--- config.mk ---
export PLATFORM = sky130hd
export DESIGN_NAME = fact_job_ctrl_flat
export DESIGN_NICKNAME = d
export VERILOG_FILES = /design/src/rtl/fact_job_ctrl_if.sv /design/src/rtl/fact_job_ctrl.sv /design/src/flat_wrapper.sv
export SDC_FILE = /design/constraint.sdc
export NUM_CORES = 1
export LEC_CHECK = 0
export CAP_MARGIN = 5
export CELL_PAD_IN_SITES_DETAIL_PLACEMENT = 0
export CELL_PAD_IN_SITES_GLOBAL_PLACEMENT = 1
export CORE_AREA = 5 5 138 140
export CTS_CLUSTER_DIAMETER = 80
export DETAILED_ROUTE_END_ITERATION = 8
export DIE_AREA = 0 0 143 145
export MAX_ROUTING_LAYER = met4
export PLACE_DENSITY = 0.8
export SYNTH_ARGS = -nofsm -noshare
export SYNTH_HDL_FRONTEND = slang
export SYNTH_SLANG_ARGS = --single-unit
export TNS_END_PERCENT = 50
--- constraint.sdc ---
create_clock -name clk -period 2.6 [get_ports clk]
set_clock_uncertainty 0.2 [all_clocks]
set_input_delay 0.52 -clock clk [delete_from_list [all_inputs] [get_ports clk]]
set_output_delay 0.52 -clock clk [all_outputs]
set_load 0.01 [all_outputs]
--- src/rtl/fact_job_ctrl_if.sv ---
// Signal bundle for fact_job_ctrl: slave register window, M1 bus master port,
// factorial core handshake and interrupt line.
interface fact_job_ctrl_if;
    logic        S_sel;
    logic        S_wr;
    logic [3:0]  S_address;
    logic [31:0] S_din;
    logic [31:0] S_dout;
    logic        M1_req;
    logic        M1_grant;
    logic        M1_wr;
    logic [7:0]  M1_address;
    logic [31:0] M1_dout;
    logic [31:0] M_din;
    logic        core_start;
    logic [31:0] core_n;
    logic        core_done;
    logic [63:0] core_result;
    logic        interrupt;

    modport master (
        input  S_sel, S_wr, S_address, S_din,
        output S_dout,
        output M1_req, M1_wr, M1_address, M1_dout,
        input  M1_grant, M_din,
        output core_start, core_n,
        input  core_done, core_result,
        output interrupt
    );

    modport slave (
        output S_sel, S_wr, S_address, S_din,
        input  S_dout,
        input  M1_req, M1_wr, M1_address, M1_dout,
        output M1_grant, M_din,
        input  core_start, core_n,
        output core_done, core_result,
        input  interrupt
    );
endinterface

--- src/rtl/fact_job_ctrl.sv ---
// Job sequencer: drains FIFOTOP_IN operands through the factorial core into FIFOTOP_OUT.
// Optional macro FACT_RELEASE_BUS_EN releases the bus while the core computes.
module fact_job_ctrl #(
    parameter logic [7:0] IN_DATA_ADDR  = 8'h11,
    parameter logic [7:0] IN_CNT_ADDR   = 8'h13,
    parameter logic [7:0] OUT_DATA_ADDR = 8'h21
) (
    input logic             clk,
    input logic             reset_n,
    fact_job_ctrl_if.master bus
);
    typedef enum logic [3:0] {
        IDLE, REQ, RD_CNT, CNT_W, RD_DAT, DAT_W, CALC, REREQ, WR_HI, WR_LO, FIN
    } state_t;

    state_t      state;
    logic        busy;
    logic        done;
    logic        int_en;
    logic        req;
    logic        start;
    logic [31:0] n_reg;
    logic [63:0] result;
    logic [7:0]  result_cnt;
    logic [31:0] s_dout;
    logic [31:0] rdata;
    logic        bus_wr;
    logic [7:0]  bus_addr;
    logic [31:0] bus_data;
    logic        reg_wr;
    logic        reg_rd;
    logic        start_cmd;
    logic        unused_din;

    assign reg_wr     = bus.S_sel & bus.S_wr;
    assign reg_rd     = bus.S_sel & ~bus.S_wr;
    assign start_cmd  = reg_wr && (bus.S_address == 4'h3) && bus.S_din[0];
    assign unused_din = ^bus.S_din[31:1];

    always_comb begin
        rdata = '0;
        case (bus.S_address)
            4'h1:    rdata = {31'b0, int_en};
            4'h4:    rdata = {16'b0, result_cnt, 6'b0, done, busy};
            default: rdata = '0;
        endcase
    end

    // Bus action is gated by the current grant so nothing leaks onto the bus while it is owned elsewhere
    always_comb begin
        bus_wr   = 1'b0;
        bus_addr = '0;
        bus_data = '0;
        if (bus.M1_grant) begin
            case (state)
                RD_CNT: bus_addr = IN_CNT_ADDR;
                RD_DAT: bus_addr = IN_DATA_ADDR;
                WR_HI: begin
                    bus_wr   = 1'b1;
                    bus_addr = OUT_DATA_ADDR;
                    bus_data = result[63:32];
                end
                WR_LO: begin
                    bus_wr   = 1'b1;
                    bus_addr = OUT_DATA_ADDR;
                    bus_data = result[31:0];
                end
                default: ;
            endcase
        end
    end

    always_ff @(posedge clk or negedge reset_n) begin
        if (!reset_n) begin
            state      <= IDLE;
            busy       <= 1'b0;
            done       <= 1'b0;
            int_en     <= 1'b0;
            req        <= 1'b0;
            start      <= 1'b0;
            n_reg      <= '0;
            result     <= '0;
            result_cnt <= '0;
            s_dout     <= '0;
        end else begin
            start <= 1'b0;
            if (reg_rd) s_dout <= rdata;
            if (reg_wr && bus.S_address == 4'h1) int_en <= bus.S_din[0];
            if (reg_wr && bus.S_address == 4'h2) done <= 1'b0;
            case (state)
                IDLE: if (start_cmd) begin
                    state      <= REQ;
                    busy       <= 1'b1;
                    req        <= 1'b1;
                    result_cnt <= '0;
                end
                REQ:    if (bus.M1_grant) state <= RD_CNT;
                RD_CNT: if (bus.M1_grant) state <= CNT_W;
                CNT_W: begin
                    if (bus.M_din[3:0] == 4'd0) begin
                        state <= FIN;
                        req   <= 1'b0;
                    end else begin
                        state <= RD_DAT;
                    end
                end
                RD_DAT: if (bus.M1_grant) state <= DAT_W;
                DAT_W: begin
                    n_reg <= bus.M_din;
                    start <= 1'b1;
                    state <= CALC;
`ifdef FACT_RELEASE_BUS_EN
                    req   <= 1'b0;
`endif
                end
                CALC: if (bus.core_done) begin
                    result <= bus.core_result;
`ifdef FACT_RELEASE_BUS_EN
                    req    <= 1'b1;
                    state  <= REREQ;
`else
                    state  <= WR_HI;
`endif
                end
                REREQ: if (bus.M1_grant) state <= WR_HI;
                WR_HI: if (bus.M1_grant) state <= WR_LO;
                WR_LO: if (bus.M1_grant) begin
                    if (result_cnt != 8'hFF) result_cnt <= result_cnt + 8'd1;
                    state <= RD_CNT;
                end
                // Placed after the INT_CLR handling so a same-cycle clear loses to the set
                FIN: begin
                    busy  <= 1'b0;
                    done  <= 1'b1;
                    state <= IDLE;
                end
                default: state <= IDLE;
            endcase
        end
    end

    assign bus.S_dout     = s_dout;
    assign bus.M1_req     = req;
    assign bus.M1_wr      = bus_wr;
    assign bus.M1_address = bus_addr;
    assign bus.M1_dout    = bus_data;
    assign bus.core_start = start;
    assign bus.core_n     = n_reg;
    assign bus.interrupt  = done & int_en;
endmodule
--- src/flat_wrapper.sv ---
// flat-port wrapper written by rule: the top's interface ports become plain ports
module fact_job_ctrl_flat 
#(
    parameter logic [7:0] IN_DATA_ADDR  = 8'h11,
    parameter logic [7:0] IN_CNT_ADDR   = 8'h13,
    parameter logic [7:0] OUT_DATA_ADDR = 8'h21
)
  (clk, reset_n, bus_S_sel, bus_S_wr, bus_S_address, bus_S_din, bus_S_dout, bus_M1_req, bus_M1_wr, bus_M1_address, bus_M1_dout, bus_M1_grant, bus_M_din, bus_core_start, bus_core_n, bus_core_done, bus_core_result, bus_interrupt);
  fact_job_ctrl_if bus_i ();
  input logic clk;
  input logic reset_n;
  input wire logic [$bits(bus_i.S_sel)-1:0] bus_S_sel;
  input wire logic [$bits(bus_i.S_wr)-1:0] bus_S_wr;
  input wire logic [$bits(bus_i.S_address)-1:0] bus_S_address;
  input wire logic [$bits(bus_i.S_din)-1:0] bus_S_din;
  output wire logic [$bits(bus_i.S_dout)-1:0] bus_S_dout;
  output wire logic [$bits(bus_i.M1_req)-1:0] bus_M1_req;
  output wire logic [$bits(bus_i.M1_wr)-1:0] bus_M1_wr;
  output wire logic [$bits(bus_i.M1_address)-1:0] bus_M1_address;
  output wire logic [$bits(bus_i.M1_dout)-1:0] bus_M1_dout;
  input wire logic [$bits(bus_i.M1_grant)-1:0] bus_M1_grant;
  input wire logic [$bits(bus_i.M_din)-1:0] bus_M_din;
  output wire logic [$bits(bus_i.core_start)-1:0] bus_core_start;
  output wire logic [$bits(bus_i.core_n)-1:0] bus_core_n;
  input wire logic [$bits(bus_i.core_done)-1:0] bus_core_done;
  input wire logic [$bits(bus_i.core_result)-1:0] bus_core_result;
  output wire logic [$bits(bus_i.interrupt)-1:0] bus_interrupt;
  assign bus_i.S_sel = bus_S_sel;
  assign bus_i.S_wr = bus_S_wr;
  assign bus_i.S_address = bus_S_address;
  assign bus_i.S_din = bus_S_din;
  assign bus_S_dout = bus_i.S_dout;
  assign bus_M1_req = bus_i.M1_req;
  assign bus_M1_wr = bus_i.M1_wr;
  assign bus_M1_address = bus_i.M1_address;
  assign bus_M1_dout = bus_i.M1_dout;
  assign bus_i.M1_grant = bus_M1_grant;
  assign bus_i.M_din = bus_M_din;
  assign bus_core_start = bus_i.core_start;
  assign bus_core_n = bus_i.core_n;
  assign bus_i.core_done = bus_core_done;
  assign bus_i.core_result = bus_core_result;
  assign bus_interrupt = bus_i.interrupt;
  fact_job_ctrl #(.IN_DATA_ADDR(IN_DATA_ADDR), .IN_CNT_ADDR(IN_CNT_ADDR), .OUT_DATA_ADDR(OUT_DATA_ADDR)) u_core (.clk(clk), .reset_n(reset_n), .bus(bus_i));
endmodule
Word level (Yosys, flattened, before mapping)
Index checks and enable logic that the tools add are counted.
Widths: inputs -> output; s select.
{"block": "totals", "in_bits": 138, "ff_bits": 145, "word_cells": 84}
{"block": "classes", "n_eq_ne": 25, "n_reduce_logical": 17, "n_bitwise": 4, "n_addsub": 1, "n_mux": 27}
{"op": "$pmux 32 s2", "count": 1}
{"op": "$pmux 4 s9", "count": 1}
{"op": "$mux 32", "count": 1}
{"op": "$mux 4", "count": 8}
{"op": "$mux 8", "count": 4}
{"op": "$pmux 16 s2", "count": 1}
{"op": "$eq 4x3->1 const B", "count": 5}
{"op": "$pmux 6 s3", "count": 1}
{"op": "$eq 4x2->1 const B", "count": 4}
{"op": "$pmux 8 s2", "count": 1}
{"op": "$eq 4x4->1 const B", "count": 3}
{"op": "$ne 2x2->1 const B", "count": 6}
{"op": "$add 8x1->8 const B", "count": 1}
{"op": "$eq 4x1->1 const B", "count": 2}
{"op": "$logic_not 4->1", "count": 2}
{"op": "$ne 2x1->1 const B", "count": 4}
{"op": "$ne 8x8->1 const B", "count": 1}
{"op": "$reduce_bool 2->1", "count": 4}
{"op": "$mux 1", "count": 7}
{"op": "$reduce_and 7->1", "count": 1}
{"op": "$logic_and 1x1->1", "count": 4}
{"op": "$pmux 1 s2", "count": 2}
{"op": "$reduce_and 2->1", "count": 2}
{"op": "$reduce_and 4->1", "count": 1}
{"op": "4 further kinds", "count": 7}

Depth between registers and ports, before layout
Gate-level depths: netlist (run 1).
{"block": "depth", "word_depth": 5, "mapped_depth": 7, "depth_no_buf": 5}

Least setup slack after synthesis (run 1)
No wires, ideal clock.
{"block": "synth_path", "kind": "register to output", "startpoint": "reg u_core.state[2]", "endpoint": "out bus_M1_dout[10]", "t_arrival_ns": 1.545, "required_ns": 1.880, "path_slack_ns": 0.335, "path_stages_with_launch": 7, "cell_sequence": "dfrtp_1 -> buf_4 -> or2b_2 -> nor3_2 -> buf_2 -> a22oi_1 -> nor2b_1"}
{"block": "synth_via", "elab_chain_len": 3}
{"item": "from (decl)", "line_no": "fact_job_ctrl.sv:16", "source": "state_t state;"}
{"item": "from (signal assigned)", "line_no": "fact_job_ctrl.sv:75", "source": "state <= IDLE;"}
{"item": "from (signal assigned)", "line_no": "fact_job_ctrl.sv:92", "source": "state <= REQ;"}
{"item": "from (signal assigned)", "line_no": "fact_job_ctrl.sv:97", "source": "REQ: if (bus.M1_grant) state <= RD_CNT;"}
{"item": "$eq 4x4->1", "line_no": "fact_job_ctrl.sv:55", "source": "case (state)"}
{"item": "$pmux 32 s2 *", "line_no": "fact_job_ctrl.sv:55"}
{"item": "$mux 32 *", "line_no": "fact_job_ctrl.sv:54", "source": "if (bus.M1_grant) begin"}
{"item": "to (decl)", "line_no": "flat_wrapper.sv:20", "source": "output wire logic [$bits(bus_i.M1_dout)-1:0] bus_M1_dout;"}
Every way passes the cells marked *; elsewhere a longest branch is shown, timed or not.

Worst setup path in the final report (run 1)
{"block": "layout_path", "startpoint": "reg u_core.state[2]", "endpoint": "out bus_M1_address[0]"}
{"block": "layout_via", "elab_chain_len": 4}
{"item": "$eq 4x4->1", "line_no": "fact_job_ctrl.sv:55"}
{"item": "$reduce_or 2->1 (no line)"}
{"item": "$pmux 6 s3 *", "line_no": "fact_job_ctrl.sv:55"}
{"item": "$mux 8 *", "line_no": "fact_job_ctrl.sv:54"}
{"item": "to (decl)", "line_no": "flat_wrapper.sv:19", "source": "output wire logic [$bits(bus_i.M1_address)-1:0] bus_M1_address;"}
Marks and branches as above.

==> results of run 1 <==
==> stage by stage <==
stage / area [µm²] / cells
floorplan: 5840 / 477
global placement: 8010 / 875
detailed placement: 8010 / 875
CTS: 8540 / 910
global route: 8670 / 913
finish: 8670 / 913
==> cell usage after synthesis, types with 5 or more instances <==
library cell and count:
a21oi_1 6, o21ai_0 7, clkbuf_1 10, nor2_1 7, buf_4 27, a22oi_1 32
inv_1 5, a22o_1 9, buf_2 17, mux2_2 90, nor3_1 6, nand2_1 6
mux2_1 7, dfrtp_1 123, nor2b_1 33
==> layout by cell type, fill, tap and decap left out, types with 3 or more instances in the layout <==
cell type,Yosys,routed
clkdlybuf4s50_1,0,149
dfrtp_1,123,123
mux2_2,90,90
nor2b_1,33,33
buf_4,27,33
buf_2,17,32
conb_1,1,26
clkbuf_16,0,19
a22oi_1,32,16
a22oi_2,0,16
a22o_1,9,9
nor2_1,7,7
o21ai_0,7,7
mux2_1,7,7
a21oi_1,6,6
buf_12,0,6
nand2_1,6,5
nor3_1,6,5
inv_1,5,5
dlygate4sd2_1,0,5
nand2b_1,4,4
nand4_1,4,4
nand3_1,4,4
a31oi_1,4,4
clkinvlp_4,0,4
clkinv_4,0,4
inv_6,0,4
o21bai_1,3,3
o31ai_1,3,3
==> worst max-delay path by stage <==
stage,slack (ns),startpoint,end
after global routing,-0.15,u_core.state[2],bus_M1_address[0]
final,-0.07,u_core.state[2],bus_M1_address[0]
after global placement,-0.35,bus_M1_grant,bus_M1_address[0]
after detailed placement,-0.37,bus_M1_grant,bus_M1_address[0]
after CTS,-0.20,u_core.state[2],bus_M1_dout[31]
after floorplan,0.33,u_core.state[2],bus_M1_dout[10]
==> final cells by class <==
class | instances | share of cell area
repair buffers | 230 | 0.250
flip-flops and latches | 123 | 0.355
inverters | 5 | 0.00217
multi-input cells | 294 | 0.292
clock inverters | 15 | 0.0191
clock buffers | 17 | 0.0491
well taps | 229 | 0.0331
==> routing by layer <==
metal / up-vias / part of all wire / global-route usage
met4: 0 / 0.019 / 0.0566
met3: 22 / 0.061 / 0.0448
met2: 146 / 0.51 / 0.253
met5: - / 0 / -
li1: 2044 / - / -
met1: 2190 / 0.41 / 0.183
==> critical path: cells and delay by family, from the launching register on <==
kind | cells | cell delay, ns
xor+xnor | 1 | 0.19
buf+inv | 3 | 0.60
flops | 1 | 0.40
simple gates | 2 | 0.35
==> what timing repair did <==
item | 4_1_cts | 5_1_grt
cloned | 2 | 2
endpoints found under the hold margin | 0 | 0
setup buffers | 1 | 2
setup endpoints to repair | 37 | 34
gates resized for setup | 142 | 18
hold buffers | 0 | 0
pin swaps | 2 | 17
==> cells by family after synthesis <==
group                      Yosys count
DFF                                123
muxes                               98
and+or+nand+nor                     90
AOI/OAI and AO/OA                   78
buffers and inverters               60
adders and majority gates            1
other                                1
xor gates and xnor gates             1
==> flip-flops by register name, indices dropped and copies added, names as in the netlist <==
| name | flops |
|---|---|
| u_core.done | 1 |
| u_core.state | 4 |
| u_core.bus.M1_req | 1 |
| u_core.result_cnt | 8 |
| u_core.int_en | 1 |
| u_core.bus.core_n | 32 |
| u_core.result | 64 |
| u_core.bus.S_dout | 10 |
| u_core.busy | 1 |
| u_core.bus.core_start | 1 |
==> power groups by stage <==
stage	Sequential, mW	Combinational [mW]	Clock (mW)
floorplan	3.23	1.55	0
global placement	3.18	2.85	0
detailed placement	3.24	2.95	0
CTS	3.22	2.98	2.43
global route	3.37	3.24	2.50
finish	3.25	3.00	2.36
==> out/results.md, run 1 <==
| Metric | Value | Unit |
|---|---|---|
| Result of the run | finished with violations | - |
| Failing checks | hold timing, setup timing | - |
| Fin Setup TNS | -0.136 | ns |
| Via count of the first global-routing pass | 4866 | - |
| Clock share of power | 0.274 | - |
| I/O pin total | 246 | - |
| Final routed wire length divided by cell count | 17.3 | µm |
| Combinational group share of total power | 0.348 | - |
| Number of warnings issued by yosys | 0 | - |
| R2R Setup Slk | 0.27 | ns |
| Routability-driven placement congestion ratio | 0.858 | - |
| Power density cells | 994 | nW/µm² |
| Via count normalized by instance count | 4.82 | - |
| Post-synthesis average cell area | 12.7 | µm² |
| Cell area after synthesis | 5740 | µm² |
| Data arrival time at the worst-slack endpoint | 1.95 | ns |
| Total net switching power | 2.63 | mW |
| Number of buffers on the longest clock path | 2 | - |
| Layout filler cell count | 1553 | - |
| Global-route wire length before repair | 24900 | µm |
| Prevailing post-synth register cell | dfrtp_1 | - |
| Share of post-route cells with drive strength above 1 | 0.335 | - |
| Final setup slack of the worst path | -0.0717 | ns |
| Residual DRC count | 0 | - |
| Type of the worst min-delay path | in2async | - |
| Die area | 20700 | µm² |
| Endpoint of the lowest-slack register-to-register path | u_core.state[3] | - |
| Die width | 143 | µm |
| Synthesized-area fraction occupied by ao, oa, aoi and oai cells | 0.103 | - |
| Cells after synthesis | 452 | - |
| Number of cells traversed by the worst register-to-register path | 7 | - |
| Largest net degree at the start of global routing | 124 | - |
| Std cell rows | 49 | - |
| Layout overhead on the synthesized area | 50.9 | % |
| Peak supply drop | 632 | µV |
| Post-CTS clock slew at the launch and capture registers of the worst setup and hold paths | 0.06 | ns |
| Worst R2R Start | u_core.state[2] | - |
| Post-layout util | 0.489 | - |
| Max-Slew Margin vs Limit | 0.527 | - |
| Synth cell types | 58 | - |
| Post-Synth Simple-Gate Area | 0.100 | - |
| Latest clock arrival within the worst-skew pair | 0.40 | ns |
| Total power consumption of the routed design | 8.62 | mW |
| Final HPWL DP | 10800 | µm |
| Maximum fanout along the worst path | 14 | - |
| Max-cap violations | 0 | - |
| Total CTS buffers | 17 | - |
| Fin. Hold Viols | 27 | - |
| Leading post-synthesis cells by cell area | dfrtp_1, mux2_2, a22oi_1 | - |
| Number of enable-type register cells in the synthesized netlist | 0 | - |
| Via count of the routed design | 4402 | - |
| Async set or reset register ratio after synthesis | 1.00 | - |
| Sort of element at the start of the critical path | flip-flop | - |
| Type of the worst setup path | reg2out | - |
| CTS tree | built | - |
| Static power due to leakage | 3.70 | nW |
| Switching share of power | 0.306 | - |
| Number of antenna violations at the first check in global routing | 0 | - |
| Internal power | 5.98 | mW |
| Number of search-and-repair iterations in the first detailed-routing pass | 4 | - |
| Final net count | 810 | - |
| 1st-iter DRT viols | 109 | - |
| Die extent in y | 145 | µm |
| # setup viols final | 7 | - |
| Remaining global-route overflow | 0 | - |
| Global-route total usage across every layer | 0.155 | - |
| Antenna Diode Count | 0 | - |
| Dominant combinational cell family by area after synthesis | multiplexers | - |
| Number of I/O port buffers | 188 | - |
| Slew Viols, Final | 0 | - |
| Cell with the biggest individual delay on the critical path | dfrtp_1 | - |
| Area fraction of the dominant cell type after synthesis | 0.536 | - |
| Highest Clock Rate | 374 | MHz |
| Number of H-tree levels | 4 | - |
| Register bit count reported by yosys | 123 | - |
| Total detailed-routing wirelength | 15800 | µm |
| Stage delay of the slowest cell on the critical path | 0.40 | ns |
| Area share of fa/ha/maj cells after synthesis | 0.00218 | - |
| Post-synthesis mux area share | 0.192 | - |
| DP Worst Slack | -0.372 | ns |
| Final hold slack | -0.0267 | ns |
| Required time of the critical path | 1.88 | ns |
| Remaining number of nets flagged by the antenna check after routing | 0 | - |
| Cell at the root of the clock tree | clkbuf_16 | - |
| Multi-input combinational cell area | 2530 | µm² |
| Core area | 17700 | µm² |
| Clock sink total | 123 | - |
| Reg area | 3080 | µm² |
| Worst Tran Pin Value | 0.710 | ns |
| Xor and xnor fraction of the mapped netlist area | 0.00479 | - |
| Minimum clock period | 2.67 | ns |
| Register area share after synthesis | 0.536 | - |
| Period utilisation layout | 1.03 | - |
| Cell breakdown of the critical path | buf_6 -> xnor2_4 -> nor4b_4 -> buf_4 -> or2_2 -> dlygate4sd2_1 | - |
| Initial standard-cell utilization of the core | 0.324 | - |
| Critical Path Sink Type | output port | - |
| Share of total power in sequential cells | 0.378 | - |
| RSZ-0062 raised after global routing | yes | - |
| Area leader, netlist | dfrtp_1 | - |
Power figures use the tool's default switching activity.
==> inputs of run 2 (changes only) <==
--- a/config.mk
+++ b/config.mk
@@ -8,12 +8,12 @@
 export CAP_MARGIN = 5
 export CELL_PAD_IN_SITES_DETAIL_PLACEMENT = 0
 export CELL_PAD_IN_SITES_GLOBAL_PLACEMENT = 1
-export CORE_AREA = 5 5 138 140
-export CTS_CLUSTER_DIAMETER = 80
+export CORE_AREA = 5 5 116 118
 export DETAILED_ROUTE_END_ITERATION = 8
-export DIE_AREA = 0 0 143 145
+export DIE_AREA = 0 0 121 123
+export DONT_BUFFER_PORTS = 1
 export MAX_ROUTING_LAYER = met4
-export PLACE_DENSITY = 0.8
+export PLACE_DENSITY = 0.76
 export SYNTH_ARGS = -nofsm -noshare
 export SYNTH_HDL_FRONTEND = slang
 export SYNTH_SLANG_ARGS = --single-unit
==> run 2 against run 1 <==
Against the previous run:
- the run ends with hold timing left
- first-iteration DRC count up 55%
- non-clock buffer count down 205
- largest power group unchanged
- setup slack better by 0.081 ns
==> out/results.md, run 2 (synthesis gave the netlist of run 1 again) <==
| Metric | Value | Unit | Change |
|---|---|---|---|
| Required time of the critical path | 1.88 | ns | about the same |
| Critical Path Sink Type | output port | - |  |
| Global-route total usage across every layer | 0.181 | - | +0.0253 |
| Power density cells | 1130 | nW/µm² | +13% |
| Cell total after placement | 609 | - | -30% |
| Total detailed-routing wirelength | 13100 | µm | -17% |
| Static power due to leakage | 2.86 | nW | -23% |
| Initial standard-cell utilization of the core | 0.465 | - | +0.140 |
| Global routing met1 resource utilization | 0.209 | - | +0.0263 |
| Number of buffers on the longest clock path | 2 | - | unchanged |
| Std cell rows | 41 | - | -16% |
| Remaining global-route overflow | 0 | - | unchanged |
| Die area | 14900 | µm² | -28% |
| Clock sink total | 123 | - | unchanged |
| Via count of the first global-routing pass | 3755 | - | -23% |
| Number of antenna violations at the first check in global routing | 1 | - | +1 |
| Routability-driven placement congestion ratio | 0.786 | - | -8.3% |
| Worst R2R Start | u_core.state[1] | - |  |
| Grt peak-use layer | met2 | - |  |
| Final hold slack | -0.388 | ns | -0.361 ns |
| Sort of element at the start of the critical path | flip-flop | - |  |
| # setup viols final | 0 | - | -7 |
| Minimum clock period | 2.59 | ns | -0.0809 ns |
| Hold buffer count at CTS | 2 | - | +2 |
| Largest net degree at the start of global routing | 124 | - | unchanged |
| Remaining number of nets flagged by the antenna check after routing | 0 | - | unchanged |
| Die width | 121 | µm | -15% |
| Core area | 12400 | µm² | -30% |
| Die extent in y | 123 | µm | -15% |
| Post-layout util | 0.549 | - | +0.0594 |
| Period utilisation layout | 0.996 | - | -0.0311 |
| Number of cells traversed by the worst register-to-register path | 5 | - | -2 |
| Type of the worst setup path | reg2out | - |  |
| Global routing usage on met3 | 0.0613 | - | +0.0165 |
| 1st-iter DRT viols | 169 | - | +55% |
| Register name with the most flops | u_core.result | - |  |
| Result of the run | finished with violations | - |  |
| Layout overhead on the synthesized area | 18.1 | % |  |
| Final net count | 605 | - | -25% |
| CTS tree | built | - |  |
| Cell at the root of the clock tree | clkbuf_16 | - |  |
| Highest Clock Rate | 386 | MHz | +3.1% |
| Maximum fanout along the worst path | 16 | - | +2 |
| Fin. Hold Viols | 123 | - | +360% |
| I/O pin total | 246 | - | unchanged |
| Cell area reported after detailed placement | 5880 | µm² | -27% |
| Slew Viols, Final | 0 | - | unchanged |
| Data arrival time at the worst-slack endpoint | 1.87 | ns | -0.08 ns |
| Endpoint of the lowest-slack register-to-register path | u_core.result_cnt[2] | - |  |
| Max-cap violations | 0 | - | unchanged |
| Most common cell after layout, fill and taps aside | dfrtp_1 | - |  |
| Number of I/O port buffers | 0 | - | -100% |
| Number of cells in the finished layout apart from fillers | 652 | - | -29% |
| RSZ-0062 raised after global routing | yes | - |  |
| Highest-count cells in the layout ignoring fill and taps | dfrtp_1, mux2_2, a22oi_1 | - |  |
| Via count normalized by instance count | 5.50 | - | +14% |
| Residual DRC count | 0 | - | unchanged |
| Number of flip-flops in the largest register | 64 | - | unchanged |
| R2R Setup Slk | 0.46 | ns | +0.19 ns |
| Latest clock arrival within the worst-skew pair | 0.40 | ns | about the same |
| Share of post-route cells with drive strength above 1 | 0.395 | - | +0.0598 |
| Peak supply drop | 677 | µV | +7.1% |
| Fin Setup TNS | 0 | ns | +0.136 ns |
| Area of all placed cells without fillers | 6780 | µm² | -22% |
| Global-route wire length before repair | 20100 | µm | -19% |
| Final routed wire length divided by cell count | 20.1 | µm | +16% |
| Failing checks | hold timing | - |  |
| Number of search-and-repair iterations in the first detailed-routing pass | 6 | - | +2 |
| Total CTS buffers | 17 | - | unchanged |
| Post-CTS clock slew at the launch and capture registers of the worst setup and hold paths | 0.05 | ns | about the same |
| GR Layer Usage met2 | 0.303 | - | +0.0503 |
| Via count of the routed design | 3586 | - | -19% |
| Final HPWL DP | 8680 | µm | -20% |
| Number of H-tree levels | 4 | - | unchanged |
| Type of the worst min-delay path | in2async | - |  |
run 2: worst max-delay path, cell delays in order, from the launching register on:
cell and delay [ns]:
dfrtp_1 0.39, buf_6 0.16, and4bb_4 0.42, buf_12 0.16, a22oi_1 0.09, nor2b_1 0.12
buf_4 0.13
run 2: cell type report:
class                      count  area [µm²]
timing repair buffer          25         348
multi-input combinational    294        2500
inverter                       5        18.8
clock buffer                  23         508
antenna                        1        2.50
clock inverter                 9         109
fill                        1028        5580
tap                          172         215
sequential                   123        3080
run 2: metrics by stage:
step           setup slack, ns  power, mW
4_1_cts                -0.0488       7.69
3_5_place_dp             0.301       5.20
6_report               0.00919       7.65
2_1_floorplan            0.335       4.78
5_1_grt                -0.0943       8.10
3_3_place_gp             0.318       5.08
run 2: repair_timing:
item	CTS	global route
endpoints found under the setup margin	32	32
setup buffers	3	1
hold endpoints to repair	124	123
gates cloned	2	2
pin swaps	1	1
resized for setup	27	16
run 2: power by group:
group | leakage, nW | switching, mW | total, mW | internal, mW
combinational | 1.05 | 0.762 | 1.85 | 1.09
clock | 0.294 | 0.828 | 2.39 | 1.56
sequential | 1.52 | 0.657 | 3.41 | 2.75
run 2: routing by layer:
layer / share of wire / routed length, µm
met5: 0 / 0
met4: 0.0085 / 111
met3: 0.066 / 863
met2: 0.53 / 6880
met1: 0.40 / 5230
run 2: worst max path at each step:
stage	from	endpoint
3_5_place_dp	u_core.state[0]	bus_M1_dout[8]
4_1_cts	u_core.state[2]	bus_M1_dout[0]
6_report	u_core.state[2]	bus_M1_dout[0]
3_3_place_gp	u_core.state[0]	bus_M1_dout[0]
5_1_grt	u_core.state[2]	bus_M1_dout[0]
2_1_floorplan	u_core.state[2]	bus_M1_dout[10]
